==> src/rtl/minv_result_reader_if.sv <==
// Read-port and output-stream bundle for the minv result reader.
// master = reader (drives the read strobe and the output stream), slave = regfile/host side.
interface minv_result_reader_if #(
    parameter int WORD_W = 32,
    parameter int ADDR_W = 3
);
    logic              rd_en;
    logic              rd_sel;
    logic [ADDR_W-1:0] rd_addr;
    logic [WORD_W-1:0] rd_data;
    logic              out_valid;
    logic              out_ready;
    logic [WORD_W-1:0] out_data;
    logic              out_last;

    modport master (
        output rd_en, rd_sel, rd_addr,
        input  rd_data,
        output out_valid, out_data, out_last,
        input  out_ready
    );

    modport slave (
        input  rd_en, rd_sel, rd_addr,
        output rd_data,
        input  out_valid, out_data, out_last,
        output out_ready
    );
endinterface

==> src/rtl/minv_result_reader.sv <==
// Streams the modular-inverse result from the bank chosen by minv_flag to the host.
// Define MINV_RD_MSW_FIRST_EN to stream most-significant word first.
//
// state   | meaning
// IDLE    | waiting for start; flag sampled here only
// ISSUE   | rd_en high for one cycle at rd_addr = widx
// CAPTURE | read data returns; loaded into out_data
// SEND    | out_valid held until out_ready
// FIN     | done pulse, busy still high
module minv_result_reader #(
    parameter int WORD_W = 32,
    parameter int NWORDS = 8,
    parameter int ADDR_W = 3
) (
    input  logic                  clk,
    input  logic                  rst_n,
    input  logic                  start,
    input  logic                  minv_flag,
    output logic                  busy,
    output logic                  done,
    minv_result_reader_if.master  bus
);

    typedef enum logic [2:0] {IDLE, ISSUE, CAPTURE, SEND, FIN} state_t;

`ifdef MINV_RD_MSW_FIRST_EN
    localparam logic [ADDR_W-1:0] FIRST_IDX = ADDR_W'(NWORDS - 1);
    localparam logic [ADDR_W-1:0] LAST_IDX  = '0;
`else
    localparam logic [ADDR_W-1:0] FIRST_IDX = '0;
    localparam logic [ADDR_W-1:0] LAST_IDX  = ADDR_W'(NWORDS - 1);
`endif

    state_t            state;
    logic [ADDR_W-1:0] widx;
    logic [ADDR_W-1:0] widx_nxt;
    logic              sel_q;
    logic [WORD_W-1:0] data_q;

`ifdef MINV_RD_MSW_FIRST_EN
    assign widx_nxt = widx - 1'b1;
`else
    assign widx_nxt = widx + 1'b1;
`endif

    assign bus.out_data = data_q;

    // Outputs are registered on the transition into the state that owns them,
    // so rd_en is high exactly during ISSUE and done exactly during FIN.
    always_ff @(posedge clk or negedge rst_n) begin
        if (!rst_n) begin
            state         <= IDLE;
            widx          <= '0;
            sel_q         <= 1'b0;
            data_q        <= '0;
            busy          <= 1'b0;
            done          <= 1'b0;
            bus.rd_en     <= 1'b0;
            bus.rd_sel    <= 1'b0;
            bus.rd_addr   <= '0;
            bus.out_valid <= 1'b0;
            bus.out_last  <= 1'b0;
        end else begin
            done <= 1'b0;
            case (state)
                IDLE: begin
                    if (start) begin
                        sel_q       <= minv_flag;
                        widx        <= FIRST_IDX;
                        busy        <= 1'b1;
                        bus.rd_en   <= 1'b1;
                        bus.rd_sel  <= minv_flag;
                        bus.rd_addr <= FIRST_IDX;
                        state       <= ISSUE;
                    end
                end
                ISSUE: begin
                    bus.rd_en <= 1'b0;
                    state     <= CAPTURE;
                end
                CAPTURE: begin
                    data_q        <= bus.rd_data;
                    bus.out_valid <= 1'b1;
                    bus.out_last  <= (widx == LAST_IDX);
                    state         <= SEND;
                end
                SEND: begin
                    if (bus.out_ready) begin
                        bus.out_valid <= 1'b0;
                        bus.out_last  <= 1'b0;
                        if (bus.out_last) begin
                            done  <= 1'b1;
                            state <= FIN;
                        end else begin
                            widx        <= widx_nxt;
                            bus.rd_en   <= 1'b1;
                            bus.rd_sel  <= sel_q;
                            bus.rd_addr <= widx_nxt;
                            state       <= ISSUE;
                        end
                    end
                end
                FIN: begin
                    busy  <= 1'b0;
                    state <= IDLE;
                end
                default: state <= IDLE;
            endcase
        end
    end

endmodule

==> src/flat_wrapper.sv <==
// flat-port wrapper written by rule: the top's interface ports become plain ports
module minv_result_reader_flat 
#(
    parameter int WORD_W = 32,
    parameter int NWORDS = 8,
    parameter int ADDR_W = 3
)
  (clk, rst_n, start, minv_flag, busy, done, bus_rd_en, bus_rd_sel, bus_rd_addr, bus_rd_data, bus_out_valid, bus_out_data, bus_out_last, bus_out_ready);
  minv_result_reader_if #(.WORD_W(WORD_W), .ADDR_W(ADDR_W)) bus_i ();
  input  logic clk;
  input  logic rst_n;
  input  logic start;
  input  logic minv_flag;
  output logic busy;
  output logic done;
  output wire logic [$bits(bus_i.rd_en)-1:0] bus_rd_en;
  output wire logic [$bits(bus_i.rd_sel)-1:0] bus_rd_sel;
  output wire logic [$bits(bus_i.rd_addr)-1:0] bus_rd_addr;
  input wire logic [$bits(bus_i.rd_data)-1:0] bus_rd_data;
  output wire logic [$bits(bus_i.out_valid)-1:0] bus_out_valid;
  output wire logic [$bits(bus_i.out_data)-1:0] bus_out_data;
  output wire logic [$bits(bus_i.out_last)-1:0] bus_out_last;
  input wire logic [$bits(bus_i.out_ready)-1:0] bus_out_ready;
  assign bus_rd_en = bus_i.rd_en;
  assign bus_rd_sel = bus_i.rd_sel;
  assign bus_rd_addr = bus_i.rd_addr;
  assign bus_i.rd_data = bus_rd_data;
  assign bus_out_valid = bus_i.out_valid;
  assign bus_out_data = bus_i.out_data;
  assign bus_out_last = bus_i.out_last;
  assign bus_i.out_ready = bus_out_ready;
  minv_result_reader #(.WORD_W(WORD_W), .NWORDS(NWORDS), .ADDR_W(ADDR_W)) u_core (.clk(clk), .rst_n(rst_n), .start(start), .minv_flag(minv_flag), .busy(busy), .done(done), .bus(bus_i));
endmodule
==> config.mk <==
export PLATFORM = sky130hd
export DESIGN_NAME = minv_result_reader_flat
export DESIGN_NICKNAME = d
export VERILOG_FILES = /design/src/rtl/minv_result_reader_if.sv /design/src/rtl/minv_result_reader.sv /design/src/flat_wrapper.sv
export SDC_FILE = /design/constraint.sdc
export NUM_CORES = 1
export LEC_CHECK = 0
export ABC_AREA = 1
export CORE_ASPECT_RATIO = 0.9
export CORE_MARGIN = 8
export CORE_UTILIZATION = 43
export DETAILED_ROUTE_END_ITERATION = 6
export PLACE_DENSITY = 0.8
export SYNTH_ARGS = -nofsm -noshare
export SYNTH_HDL_FRONTEND = slang
export SYNTH_SLANG_ARGS = --single-unit
==> constraint.sdc <==
create_clock -name clk -period 1.5 [get_ports clk]
set_input_delay 0.3 -clock clk [delete_from_list [all_inputs] [get_ports clk]]
set_output_delay 0.3 -clock clk [all_outputs]
set_load 0.03 [all_outputs]
==> flow_summary.yaml <==
outcome:
  status: "finished, final reports clean"
clocking:
  cts_buffers: 5
  cts_sinks: 45
  cts_htree_levels: 2
  clk_root_buffer_cell: "clkbuf_8"
  path_clk_slew_ns: 0.08
  ctsLongestPathBuffers: 2
  cts_tree: "done"
  post-cts-setup-buffers: 0
  clock_insertion_delay_worst_skew_ns: 0.29
drt:
  routed_via_density: 4.81
  initialDrtViolationCount: 55
  dr.pass1.iters: 4
  drt.antenna.violating_nets: 0
  number_of_remaining_drc_errors: 0
  route.final.wire_length_um: 4970
  wire_per_inst_um: 13.8
  via_count: 1738
timing:
  grt_setup_unrepaired: "false"
  final_max_slew_viol_count: 0
  timing.slew.headroom_pct: 74.6
  timing_worst_slew_pin_value_ns: 0.381
  holdWs_ns: 0.468
  maximum_operating_frequency_mhz: 714
  final_critical_path_setup_slack_ns: 0.0985
  fin_crit_sh_pct: 93.4
  final-setup-viol-count: 0
  timing.clock.skew_ns: 0.00349
  finalWorstPathRequiredPeriod_ns: 1.40
  report.final.hold_viol_count: 0
  setup_total_negative_slack_ns: 0
placed_design:
  place.detailed.instances: 352
  post_dp_cell_area_um2: 2750
  buffer_ports.inserted: 77
  setup_ws_pre_cts_ns: 0.122
  dp_hpwl_um: 3770
  globalplace.congestion: 0.750
logic_synthesis:
  postSynthNetCount: 256
  ys_warn_count: 0
  synthesis_stage_register_bit_count: 45
  syn-instance-count: 217
  mean_instance_size_in_the_synthesized_netlist_um2: 8.93
  post_synth_design_cell_area_um2: 1940
  yosysUniqueCellTypes: 18
  ys_seq_area_share_pct: 58.1
worst_setup_path:
  crit_path_capture_type: "output pin"
  critical_path.startpoint_type: "register"
  worst_path_largest_cell_delay_ns: 0.42
  critPathRequiredTime_ns: 1.20
  cpMaxStageDelayCell: "dlygate4sd2_1"
  critical_path.max_fanout: 4
  crit_arrival_ns: 1.10
  cpLargestDelayFamily: "buffers and inverters"
  timing.critical_path.cells: "dlygate4sd2_1"
  timing_worst_setup_path_type: "reg -> out"
  timing.critical_path.buf_inv: 1
die:
  io-pin-count: 78
  fp.dieW_um: 86.7
  floorplan.die_area_um2: 6910
  core_area_um2: 4400
  initial_utilization_pct: 44.0
  die_height_um: 79.7
  total_number_of_placement_rows: 23
power:
  share_of_total_power_in_sequential_cells_pct: 34.6
  switching_share_pct: 47.8
  p_int_mw: 3.08
  pwr-share-clk_pct: 12.0
  combPwrFrac_pct: 53.3
  p_sw_mw: 2.83
  total_leakage_power_nw: 1.51
  peakVddDrop_mv: 1.11
  p_per_area_nw_per_um2: 2120
  p_total_mw: 5.91
final_layout:
  fin_area_um2: 2790
  area_growth_syn_to_layout_pct: 44.2
  final-instance-count-excl-fill: 361
  fill_cells: 408
  mostFrequentLayoutCell: "nand2_1"
  final_cell_mix: "88 x nand2_1, 45 x dfrtp_1, 41 x dlygate4sd2_1, 37 x nand3_1, 35 x clkdlybuf4s50_1"
  nets: 337
  antenna_cells_inserted: 0
  final_core_util_pct: 63.4
  drive_above_1_share_pct: 9.36
flow_run:
  timing.max_cap.violations: 0
grt:
  groute.usage.overall_pct: 14.5
  grt_remaining_overflow: 0
  maximum_number_of_pins_on_one_net_before_global_route_repair: 36
  grt_antenna_before_repair: 0
  grt_pass1_vias: 1756
  grt_first_pass_wirelength_um: 8020
min_path:
  timing.hold.worst.class: "reg -> reg"
[cell families after synthesis]
logic type	after synthesis	synth area share, %
buffers and inverters	22	6.27
adders and majority gates	2	1.29
DFF	45	58.1
and+or+nand+nor	142	32.8
AOI/OAI and AO/OA	6	1.55
[routing by layer]
metal  GRT usage (%)  share of wire, %  vias up
met5               0                 0        -
met4            3.95              0.62        0
met3            5.66               8.5        4
met2            23.6                48       62
met1            17.4                43      831
li1                -                 -      841
[what timing repair did]
item	in CTS	in global routing
resized for setup	41	0
endpoints found under the hold margin	15	0
endpoints found under the setup margin	41	0
hold buffers	1	0
[state kept, by name, summed over array words and instances, names as in the netlist]
name	flops
u_core.bus.rd_addr	3
u_core.bus.out_last	1
u_core.done	1
u_core.bus.rd_en	1
u_core.sel_q	1
u_core.bus.out_valid	1
u_core.state	3
u_core.bus.out_data	32
u_core.busy	1
u_core.bus.rd_sel	1
[power groups by stage]
stage | Clock (mW) | Combinational, mW | Sequential (mW)
floorplan | 0 | 1.22 | 3.04
global placement | 0 | 3.47 | 2.07
detailed placement | 0 | 3.54 | 2.09
CTS | 0.727 | 3.22 | 2.05
global route | 0.778 | 3.44 | 2.11
finish | 0.711 | 3.15 | 2.05
[cell usage after synthesis]
cell type	count	area share, %
nand2_1	88	17
nor3_1	1	0.26
nor2_1	6	1.2
buf_4	2	0.77
nand2_4	4	2.3
inv_1	8	1.6
buf_6	3	1.7
o21ai_0	6	1.6
buf_2	5	1.3
dfrtp_1	45	58
nor2_4	1	0.58
inv_4	1	0.32
inv_2	3	0.58
nand3_2	1	0.52
nand2_2	2	0.65
ha_1	2	1.3
nand3_1	37	9.6
nor2_2	2	0.65
[final timing paths]
kind / cells past startpoint / slack, ns / from / to
hold / removal: 2 / 0.47 / u_core.bus.out_data[9] / u_core.bus.out_data[9]
hold reg to reg: 2 / 0.47 / u_core.bus.out_data[9] / u_core.bus.out_data[9]
min in group asynchronous: 3 / 0.48 / rst_n / u_core.bus.rd_sel
setup reg to reg: 6 / 0.15 / u_core.state[0] / u_core.bus.out_last
setup / recovery: 1 / 0.1 / u_core.bus.out_last / bus_out_last
max in group asynchronous: 3 / 0.67 / rst_n / u_core.done
[final cells by class]
cell class	instances	area, um2	area share (%)
flip-flops and latches	45	1130	40.3
repair buffers	84	769	27.6
multi-input cells	150	689	24.7
well taps	62	77.6	2.78
clock buffers	6	72.6	2.60
inverters	12	47.5	1.70
clock inverters	2	10.0	0.358
No activity file was read; power rests on OpenSTA's default activity.
